File: config.mk
export PLATFORM = sky130hd
export DESIGN_NAME = uart_tx_drain_flat
export DESIGN_NICKNAME = d
export VERILOG_FILES = /design/src/rtl/uart_tx_drain_if.sv /design/src/rtl/uart_tx_drain.sv /design/src/flat_wrapper.sv
export SDC_FILE = /design/constraint.sdc
export NUM_CORES = 1
export LEC_CHECK = 0
export CORE_UTILIZATION = 50
export CTS_BUF_LIST = sky130_fd_sc_hd__clkbuf_8
export DETAILED_ROUTE_END_ITERATION = 8
export PLACE_DENSITY_LB_ADDON = 0.12
export SETUP_SLACK_MARGIN = 0.3
export SLEW_MARGIN = 20
export SYNTH_ARGS = -nofsm -noshare
export SYNTH_HDL_FRONTEND = slang
export SYNTH_SLANG_ARGS = --single-unit
export TNS_END_PERCENT = 30
File: constraint.sdc
create_clock -name clk -period 4.43 [get_ports clk]
set_input_delay 0.443 -clock clk [delete_from_list [all_inputs] [get_ports clk]]
set_output_delay 0.443 -clock clk [all_outputs]
set_load 0.1 [all_outputs]
File: src/rtl/uart_tx_drain_if.sv
// Queue-to-transmitter pop handshake for a show-ahead queue.
//   q_empty   : queue has no element at its head
//   q_rd_data : head element, valid whenever q_empty=0
//   q_re      : pop request, the pop takes effect at the next rising edge
// master: the drain (consumer) side. slave: the queue side.
interface uart_tx_drain_if #(
  parameter int unsigned DATA_W = 8
);
  logic              q_empty;
  logic [DATA_W-1:0] q_rd_data;
  logic              q_re;

  modport master (input q_empty, input q_rd_data, output q_re);
  modport slave  (output q_empty, output q_rd_data, input q_re);
endinterface

File: src/rtl/uart_tx_drain.sv
// UART transmitter that drains a show-ahead queue, one frame per element.
// Frame: one start bit (low), DATA_W data bits LSB first, STOP_BITS stop bits
// (high). Each bit lasts CLKS_PER_BIT cycles, and the transmitter spends at
// least one idle cycle between frames.
//   clk        : clock, all state on rising edge
//   reset      : asynchronous, active-low reset; aborts any frame in flight
//   en         : permits starting a new frame (never aborts one)
//   q          : queue pop handshake (master side)
//   tx         : serial line, idle high
//   busy       : high while a frame is in progress
//   frame_done : one-cycle pulse on the final stop-bit cycle
module uart_tx_drain #(
  parameter int unsigned CLKS_PER_BIT = 217,
  parameter int unsigned DATA_W       = 8,
  parameter int unsigned STOP_BITS    = 1
) (
  input  logic             clk,
  input  logic             reset,
  input  logic             en,
  uart_tx_drain_if.master  q,
  output logic             tx,
  output logic             busy,
  output logic             frame_done
);

  localparam int unsigned BAUD_W = $clog2(CLKS_PER_BIT);
  localparam int unsigned BIT_W  = $clog2(DATA_W) + 1;

  typedef enum logic [1:0] {IDLE, START, DATA, STOP} state_t;

  state_t             state, state_n;
  logic [BAUD_W-1:0]  baud_cnt, baud_cnt_n;
  logic [BIT_W-1:0]   bit_cnt, bit_cnt_n;
  logic [DATA_W-1:0]  shift, shift_n;
  logic               baud_last;

  assign baud_last = (baud_cnt == BAUD_W'(CLKS_PER_BIT - 1));

  // State, counters and shift register
  always_ff @(posedge clk or negedge reset) begin
    if (!reset) begin
      state    <= IDLE;
      baud_cnt <= '0;
      bit_cnt  <= '0;
      shift    <= '0;
    end else begin
      state    <= state_n;
      baud_cnt <= baud_cnt_n;
      bit_cnt  <= bit_cnt_n;
      shift    <= shift_n;
    end
  end

  // Next state and line outputs. In STOP the bit counter counts stop bits.
  always_comb begin
    state_n    = state;
    baud_cnt_n = baud_cnt;
    bit_cnt_n  = bit_cnt;
    shift_n    = shift;
    q.q_re     = 1'b0;
    tx         = 1'b1;
    busy       = 1'b1;
    frame_done = 1'b0;

    case (state)
      IDLE: begin
        busy = 1'b0;
        // reset term keeps the pop request off while reset is held low
        if (reset && en && !q.q_empty) begin
          q.q_re     = 1'b1;
          shift_n    = q.q_rd_data;
          baud_cnt_n = '0;
          bit_cnt_n  = '0;
          state_n    = START;
        end
      end

      START: begin
        tx = 1'b0;
        if (baud_last) begin
          baud_cnt_n = '0;
          bit_cnt_n  = '0;
          state_n    = DATA;
        end else begin
          baud_cnt_n = baud_cnt + BAUD_W'(1);
        end
      end

      DATA: begin
        tx = shift[0];
        if (baud_last) begin
          baud_cnt_n = '0;
          shift_n    = shift >> 1;
          if (bit_cnt == BIT_W'(DATA_W - 1)) begin
            bit_cnt_n = '0;
            state_n   = STOP;
          end else begin
            bit_cnt_n = bit_cnt + BIT_W'(1);
          end
        end else begin
          baud_cnt_n = baud_cnt + BAUD_W'(1);
        end
      end

      STOP: begin
        if (baud_last) begin
          baud_cnt_n = '0;
          if (bit_cnt == BIT_W'(STOP_BITS - 1)) begin
            frame_done = 1'b1;
            bit_cnt_n  = '0;
            state_n    = IDLE;
          end else begin
            bit_cnt_n = bit_cnt + BIT_W'(1);
          end
        end else begin
          baud_cnt_n = baud_cnt + BAUD_W'(1);
        end
      end

      default: state_n = IDLE;
    endcase
  end

endmodule

File: src/flat_wrapper.sv
// flat-port wrapper written by rule: the top's interface ports become plain ports
module uart_tx_drain_flat 
#(
  parameter int unsigned CLKS_PER_BIT = 217,
  parameter int unsigned DATA_W       = 8,
  parameter int unsigned STOP_BITS    = 1
)
  (clk, reset, en, tx, busy, frame_done, q_q_empty, q_q_rd_data, q_q_re);
  uart_tx_drain_if #(.DATA_W(DATA_W)) q_i ();
  input  logic clk;
  input  logic reset;
  input  logic en;
  output logic tx;
  output logic busy;
  output logic frame_done;
  input wire logic [$bits(q_i.q_empty)-1:0] q_q_empty;
  input wire logic [$bits(q_i.q_rd_data)-1:0] q_q_rd_data;
  output wire logic [$bits(q_i.q_re)-1:0] q_q_re;
  assign q_i.q_empty = q_q_empty;
  assign q_i.q_rd_data = q_q_rd_data;
  assign q_q_re = q_i.q_re;
  uart_tx_drain #(.CLKS_PER_BIT(CLKS_PER_BIT), .DATA_W(DATA_W), .STOP_BITS(STOP_BITS)) u_core (.clk(clk), .reset(reset), .en(en), .q(q_i), .tx(tx), .busy(busy), .frame_done(frame_done));
endmodule
== Yosys cells after proc, flatten, opt, wreduce, memory -nomap -nowiden ==
Index checks and enable logic that the tools add are counted.
Storage, ports and cells
  flip-flop bits (word level): 22
  input port bits: 12
  output and inout bits: 4
  word-level logic and storage cells: 54
Cells by class
  $add $sub $neg: 2
  equality and inequality tests: 11
  muxes and demuxes: 27
  reduce and logical (&&, ||, !) cells: 10
Operators by type and width (number)
  $mux W8: 4
  $pmux W8 S2: 2
  $mux W4: 6
  $pmux W4 S4: 1
  $mux W2: 6
  $ne A2 B1 Y1 const B: 6
  $add A8 B1 Y8 const B: 1
  $eq A8 B8 Y1 const B: 1
  $pmux W2 S4: 1
  $mux W1: 6
  $reduce_and A6 Y1: 1
  $add A4 B1 Y4 const B: 1
  $eq A2 B2 Y1 const B: 2
  $eq A4 B3 Y1 const B: 1
  $logic_not A4 Y1: 1
  $reduce_and A4 Y1: 1
  $reduce_and A3 Y1: 1
  $reduce_or A3 Y1: 1
  $eq A2 B1 Y1 const B: 1
  $logic_and A1 B1 Y1: 2
  $logic_not A2 Y1: 1
  $pmux W1 S2: 1
  $reduce_bool A2 Y1: 1
  $logic_not A1 Y1: 1

== Depth between registers and ports, before layout ==
  word-level depth: 4
  depth in mapped cells: 7
  depth with buffers taken out: 6

== Least setup slack after synthesis ==
OpenSTA, ideal clock, no wires.
  path type: register -> output
  start point: register u_core.state[0]
  end point: output tx
  arrival: 3.116 ns
  setup slack: 0.871 ns
  stages on the path, launching flop included: 6
  cells stage by stage: dfrtp_1 > inv_1 > ha_1 > buf_6 > clkbuf_1 > o21ai_0
On the way
  longest elaborated chain between the ends: 2
RTL lines
  start, declared: line uart_tx_drain.sv:31  | state_t state, state_n;
  start signal, assigned: line uart_tx_drain.sv:47  | state <= state_n;
  $eq A2 B2 Y1 or $eq A2 B1 Y1 (tied branches): line uart_tx_drain.sv:65  | case (state)
  $pmux W1 S2 *: line uart_tx_drain.sv:65
  end, declared: line flat_wrapper.sv:13  | output logic tx;
Every way passes the cells marked *; elsewhere a longest branch is shown, timed or not.

== Worst setup path after layout ==
Same ends and word-level chain as after synthesis.

==> summary.md <==
| Metric | Value |
|---|---|
| Post-synth top area share | 38.6% |
| Postcts setup bufs | 0 |
| Reg clk slew, reported paths | 80 ps |
| Die Height | 55.4 um |
| CTS root buf | clkbuf_8 |
| Mapped cell area | 1430 um^2 |
| Area Overhead vs Synth | 15.7% |
| Total Wirelength | 2740 um |
| Critical path class | flip-flop to output port |
| Final RePlAce weighted congestion | 0.756 |
| Final Instance Area | 1650 um^2 |
| Max Fclk | 307 MHz |
| Launching element type of the critical path | flip-flop |
| DP Worst Slack | 1450 ps |
| Final #Nets | 165 |
| DRT Pass-1 Iters | 4 |
| Multiplexer share of the synthesized area | 16.2% |
| DR vias | 990 |
| CP required | 3990 ps |
| Largest net degree at the start of global routing | 24 |
| PortBufs | 15 |
| Layout cells sized above 1 | 23.8% |
| CTS sink count | 22 |
| Area leader, netlist | dfrtp_1 |
| Bufs on Longest Clock Path | 2 |
| Initial antenna violation count | 0 |
| Chip Width | 55.4 um |
| All-Layer GR Usage | 19.8% |
| Setup violators final | 0 |
| Crit-path slowest cell | clkdlybuf4s50_1 |
| Crit path buffers/inverters | 2 |
| DR iter-0 viols | 39 |
| Clock Latency Late Sink | 260 ps |
| Post-CTS Resized | 0 |
| Final period util | 73.5% |
| Slew Viols, Final | 0 |
| Io pins | 16 |
| Dpl cells | 170 |
| Nature of the critical path endpoint | output port |
| Global routing's busiest layer | met2 |
| Slew @ Worst Pin | 968 ps |
| Top cells by area in the synthesized netlist | dfrtp_1, mux2_4, ha_1, mux2_2, inv_1 |
| # DRC | 0 |
| Met3 Use GR | 3.51% |
| Leakage | 0.000753 uW |
| HP Class | flip-flop to flip-flop |
| Final worst slack | 1170 ps |
| Layout fillers | 215 |
| Simple-gate share of the synthesized area | 19.1% |
| CTS tree | yes |
| Post-Syn Area per Cell | 11.2 um^2 |
| Vias in the first global route | 996 |
| Starting Density | 52.2% |
| Sequence of cells on the critical path | inv_1 > ha_1 > nand2_1 > o21ai_0 > clkdlybuf4s50_1 |
| Max-cap violations | 0 |
| Adder-cell share of the synthesized area | 7.89% |
| CP Max Fanout | 16 |
| Sequential fraction of the synthesis area | 38.6% |
| Post-synth EDFFs | 0 |
| DP Area | 1600 um^2 |
| Flops & latches, synth | 22 |
| Rows | 19 |
| Outcome | finished clean |
| Area share of xor/xnor cells in the synthesized design | 1.84% |
| Power Total | 374 uW |
| Synth top cells by count | dfrtp_1, ha_1, inv_1, mux2_2, mux2_4 |
| Grt met1 use | 26.1% |
| Setup Skew | 5.69 ps |
| Global-route wire length before repair | 4800 um |
| Diode count | 0 |
| Max-slew headroom | 35.3% |
| Via-to-Cell Ratio | 5.69 |
| Finished Layout Cells | 174 |
| Total die area | 3070 um^2 |
| Synthesized Nets | 148 |
| Synth Flop Type | dfrtp_1 |
| Routed WL per cell | 15.7 um |
| CTS Buf Count | 3 |
| Core Region | 2730 um^2 |
| Synthesis Warnings | 0 |
| Compound-Gate Fraction of Synth Area | 12.5% |
| Tmin final | 3260 ps |
| Maximum vdd drop | 0.226 mV |
| Power Dens Cells | 227 nW/um^2 |
| Fin Setup TNS | 0 ps |
| Cell family with most CP delay | buffers and inverters |
| Final hold vios | 0 |
| Overflow after GRT | 0 |
| WP data arrival | 2810 ps |
| Hold-fix buffers, CTS | 0 |
| FFs w/ async S/R, synth | 100% |
| RSZ-0062 raised after global routing | false |
| H-tree levels | 1 |
| Half-perimeter wire length after placement | 2010 um |
| Post-route ant nets | 0 |
| Met2 usage | 34.4% |
| Largest family of logic cells by synthesized area | simple AND/OR/NAND/NOR gates |
| Most frequent cell after synthesis | dfrtp_1 |
| Synth Instances | 127 |
| Worst path max stage delay | 1150 ps |
| Post-synthesis cell type count | 44 |
-- power breakdown --
part / total, uW / leakage [uW] / switching, uW / internal [uW]
Sequential: 206 / 0.000262 / 1.78 / 204
Clock: 146 / 0.0000288 / 66.3 / 79.2
Combinational: 22.9 / 0.000462 / 7.20 / 15.7
-- worst paths after layout --
path | from | end | slack (ps) | cells after the start
max in group asynchronous | reset | u_core.baud_cnt[4] | 3660 | 2
max | u_core.state[0] | tx | 1170 | 5
min in group asynchronous | reset | u_core.shift[4] | 530 | 2
max reg2reg | u_core.state[0] | u_core.state[1] | 2040 | 6
min | u_core.shift[6] | u_core.shift[6] | 510 | 1
min reg2reg | u_core.shift[6] | u_core.shift[6] | 510 | 1
-- kinds of logic after synthesis --
group,Yosys count
compound gates,24
xor+xnor,3
fa+ha+maj,9
buf+inv,12
flops,22
mux,18
simple gates,39
-- cells in the final DEF, fill, tap and decap left out, drive strengths merged, types with 3 or more instances in the layout --
master / n
dfrtp: 22
a21oi: 5
nand3: 5
ha: 9
mux2: 17
nor2: 7
clkbuf: 4
inv: 8
o21ai: 8
nor3: 5
a31oi: 4
nand2: 6
clkdlybuf4s50: 14
a22o: 3
-- sequential cells by signal (all words and copies together) (netlist names) --
signal and flops:
u_core.baud_cnt 8, u_core.shift 8, u_core.bit_cnt 4, u_core.state 2
-- per-layer routing --
metal / part of all wire [%] / up-vias / routed length, um
met3: 2.3 / 2 / 64
li1: - / 494 / -
met1: 46 / 482 / 1250
met5: 0 / - / 0
met2: 51 / 12 / 1410
met4: 0.62 / 0 / 17
-- area by class of cell --
type                       count  area [um^2]  area share (%)
clock buffer                   4         55.1            3.34
tap                           31         38.8            2.35
timing repair buffer          16          155            9.40
inverter                       8         30.0            1.82
sequential                    22          551            33.4
multi-input combinational     93          821            49.7
-- stage by stage --
stage	hold WS, ps	utilization (%)
floorplan	147	-
global placement	490	58.4
detailed placement	496	58.4
CTS	516	60.4
global route	537	60.4
finish	512	60.4
Power figures use the tool's default switching activity.
==> RTL edit, RTL diff (same flow settings) <==
`DATA_W` is set to 8 in 3 places; all go to 4.
--- a/src/rtl/uart_tx_drain_if.sv
+++ b/src/rtl/uart_tx_drain_if.sv
@@ -4,7 +4,7 @@
 //   q_re      : pop request, the pop takes effect at the next rising edge
 // master: the drain (consumer) side. slave: the queue side.
 interface uart_tx_drain_if #(
-  parameter int unsigned DATA_W = 8
+  parameter int unsigned DATA_W = 4
 );
   logic              q_empty;
   logic [DATA_W-1:0] q_rd_data;
--- a/src/rtl/uart_tx_drain.sv
+++ b/src/rtl/uart_tx_drain.sv
@@ -11,7 +11,7 @@
 //   frame_done : one-cycle pulse on the final stop-bit cycle
 module uart_tx_drain #(
   parameter int unsigned CLKS_PER_BIT = 217,
-  parameter int unsigned DATA_W       = 8,
+  parameter int unsigned DATA_W       = 4,
   parameter int unsigned STOP_BITS    = 1
 ) (
   input  logic             clk,
--- a/src/flat_wrapper.sv
+++ b/src/flat_wrapper.sv
@@ -2,7 +2,7 @@
 module uart_tx_drain_flat 
 #(
   parameter int unsigned CLKS_PER_BIT = 217,
-  parameter int unsigned DATA_W       = 8,
+  parameter int unsigned DATA_W       = 4,
   parameter int unsigned STOP_BITS    = 1
 )
   (clk, reset, en, tx, busy, frame_done, q_q_empty, q_q_rd_data, q_q_re);
Interface: changed (resized q_q_rd_data); port bits go from 16 to 12. No check against the original RTL was run, so the function may have changed too.
==> RTL edit against the unedited design <==
Final area down 19%; wire length is 19% lower; clock skew is 0.0021 ns lower; fmax increased by 2.6%; setup slack gained 0.083 ns; power down 22%; synthesized area shrank 17%; first-iteration DRC count is 67% lower; sequential cell count decreased by 5.
==> RTL edit: results (changes against the unedited design) <==
- Worst-path clk slew: 0.07 ns
- Ranking of synthesized cells by area: dfrtp_1 36%, ha_1 12%, mux2i_1 5.1%
- Count of buffers from port buffering: 11 (-4)
- Share of flip-flops with an asynchronous set or reset: 1.00 (unchanged)
- Clock buffer count from CTS: 3 (unchanged)
- Leakage dissipation: 0.000654 uW (-13%)
- Area after DPL: 0.00129 mm2 (-19%)
- Skew final: 0.00362 ns (-0.00207 ns)
- Syn Nets: 136 (-8.1%)
- Largest fanout on the critical path: 5 (-11)
- Post-DP HPWL: 1640 um (-19%)
- Synth cell types: 29 (-34%)
- Gate Count Post-Synth: 117 (-7.9%)
- First-pass GRT wire length: 3730 um (-22%)
- Seq. cell area: 425 um2 (-23%)
- Wirelength, routed: 2230 um (-19%)
- Comb pwr share: 0.050 (-0.011)
- Initial drt markers: 13 (-67%)
- Sequential-to-total area share from yosys stat: 0.359 (-0.0273)
- RePlAce Congestion: 0.763 (+0.95%)
- Largest net degree at the start of global routing: 19 (-21%)
- Period utilization: 0.717 (-0.0186)
- Share of cells above drive strength 1: 0.155 (-0.0827)
- Fillers: 199 (-7.4%)
- CP max stage delay: 1.16 ns
- Crit path arrival time: 2.73 ns (-0.08 ns)
- Outcome: completed
- Synth Flop Type: dfrtp_1
- Vias per cell: 5.40 (-5.1%)
- Comb. pwr: 14.5 uW (-37%)
- Post-synth top cells: 17 x dfrtp_1, 14 x inv_1, 13 x nand2_1
- Slew @ Worst Pin: 0.977 ns (+0.00859 ns)
- N_diodes: 0 (unchanged)
- Number of global-route vias before repair: 813 (-18%)
- Placement Setup Slack: 1.54 ns (+0.0941 ns)
- Switching power total: 64.5 uW (-14%)
- VDD IR max: 0.121 mV (-46%)
- Sequential power: 157 uW (-24%)
- Root Buffer: clkbuf_8
- Vias: 848 (-14%)
- GRT Util Overall: 0.202 (+0.00458)
- Final nets: 149 (-9.7%)
- Largest regs: u_core.baud_cnt (8), u_core.shift (4), u_core.bit_cnt (3)
[RTL edit: changes by cell type in the layout (fill, tap and decap cells not counted), sizes merged, moves of 3 or more]
cell and delta:
a22o -3, a2bb2oi +3, a31oi -4, clkdlybuf4s50 -4, dfrtp -5, inv +8, mux2 -11, mux2i +5
nand2 +7, nor3 -3, o21ai -3
[RTL edit: routing by layer]
| layer | global-route usage | up-vias | wire length (um) |
|---|---|---|---|
| met4 | 0.106 | 0 | 43 |
| met1 | 0.256 | 404 | 1040 |
| met2 | 0.329 | 17 | 1080 |
| li1 | - | 422 | - |
| met5 | 0 | - | 0 |
| met3 | 0.0333 | 5 | 69 |
[RTL edit: logic make-up after synthesis]
family / share of synthesized area
adder cells (fa/ha/maj): 0.116
AO/OA/AOI/OAI: 0.126
multiplexers: 0.114
XOR/XNOR: 0.0222
buffers and inverters: 0.0770
flip-flops: 0.359
AND/OR/NAND/NOR: 0.187
[RTL edit: layout make-up]
type	count	area share
Clock inverter	1	0.00280
Multi-Input combinational cell	82	0.500
Timing Repair Buffer	11	0.0804
Sequential cell	17	0.318
Inverter	15	0.0421
Tap cell	28	0.0262
Clock buffer	3	0.0308
[RTL edit: worst paths after layout]
check / start / to / slack, ns / cells after the start
max: u_core.baud_cnt[0] / frame_done / 1.25 / 6
min: u_core.shift[2] / u_core.shift[2] / 0.51 / 1
max reg2reg: u_core.state[0] / u_core.shift[1] / 2.30 / 6
min reg2reg: u_core.shift[2] / u_core.shift[2] / 0.51 / 1
max in group asynchronous: reset / u_core.bit_cnt[1] / 3.21 / 1
min in group asynchronous: reset / u_core.baud_cnt[3] / 0.68 / 1
[RTL edit: worst max-delay path, delay by kind of cell, from the launching register on]
family	cells	cell delay [ns]
adders and majority gates	1	0.19
and+or+nand+nor	3	0.63
buffers and inverters	2	1.23
DFF	1	0.42
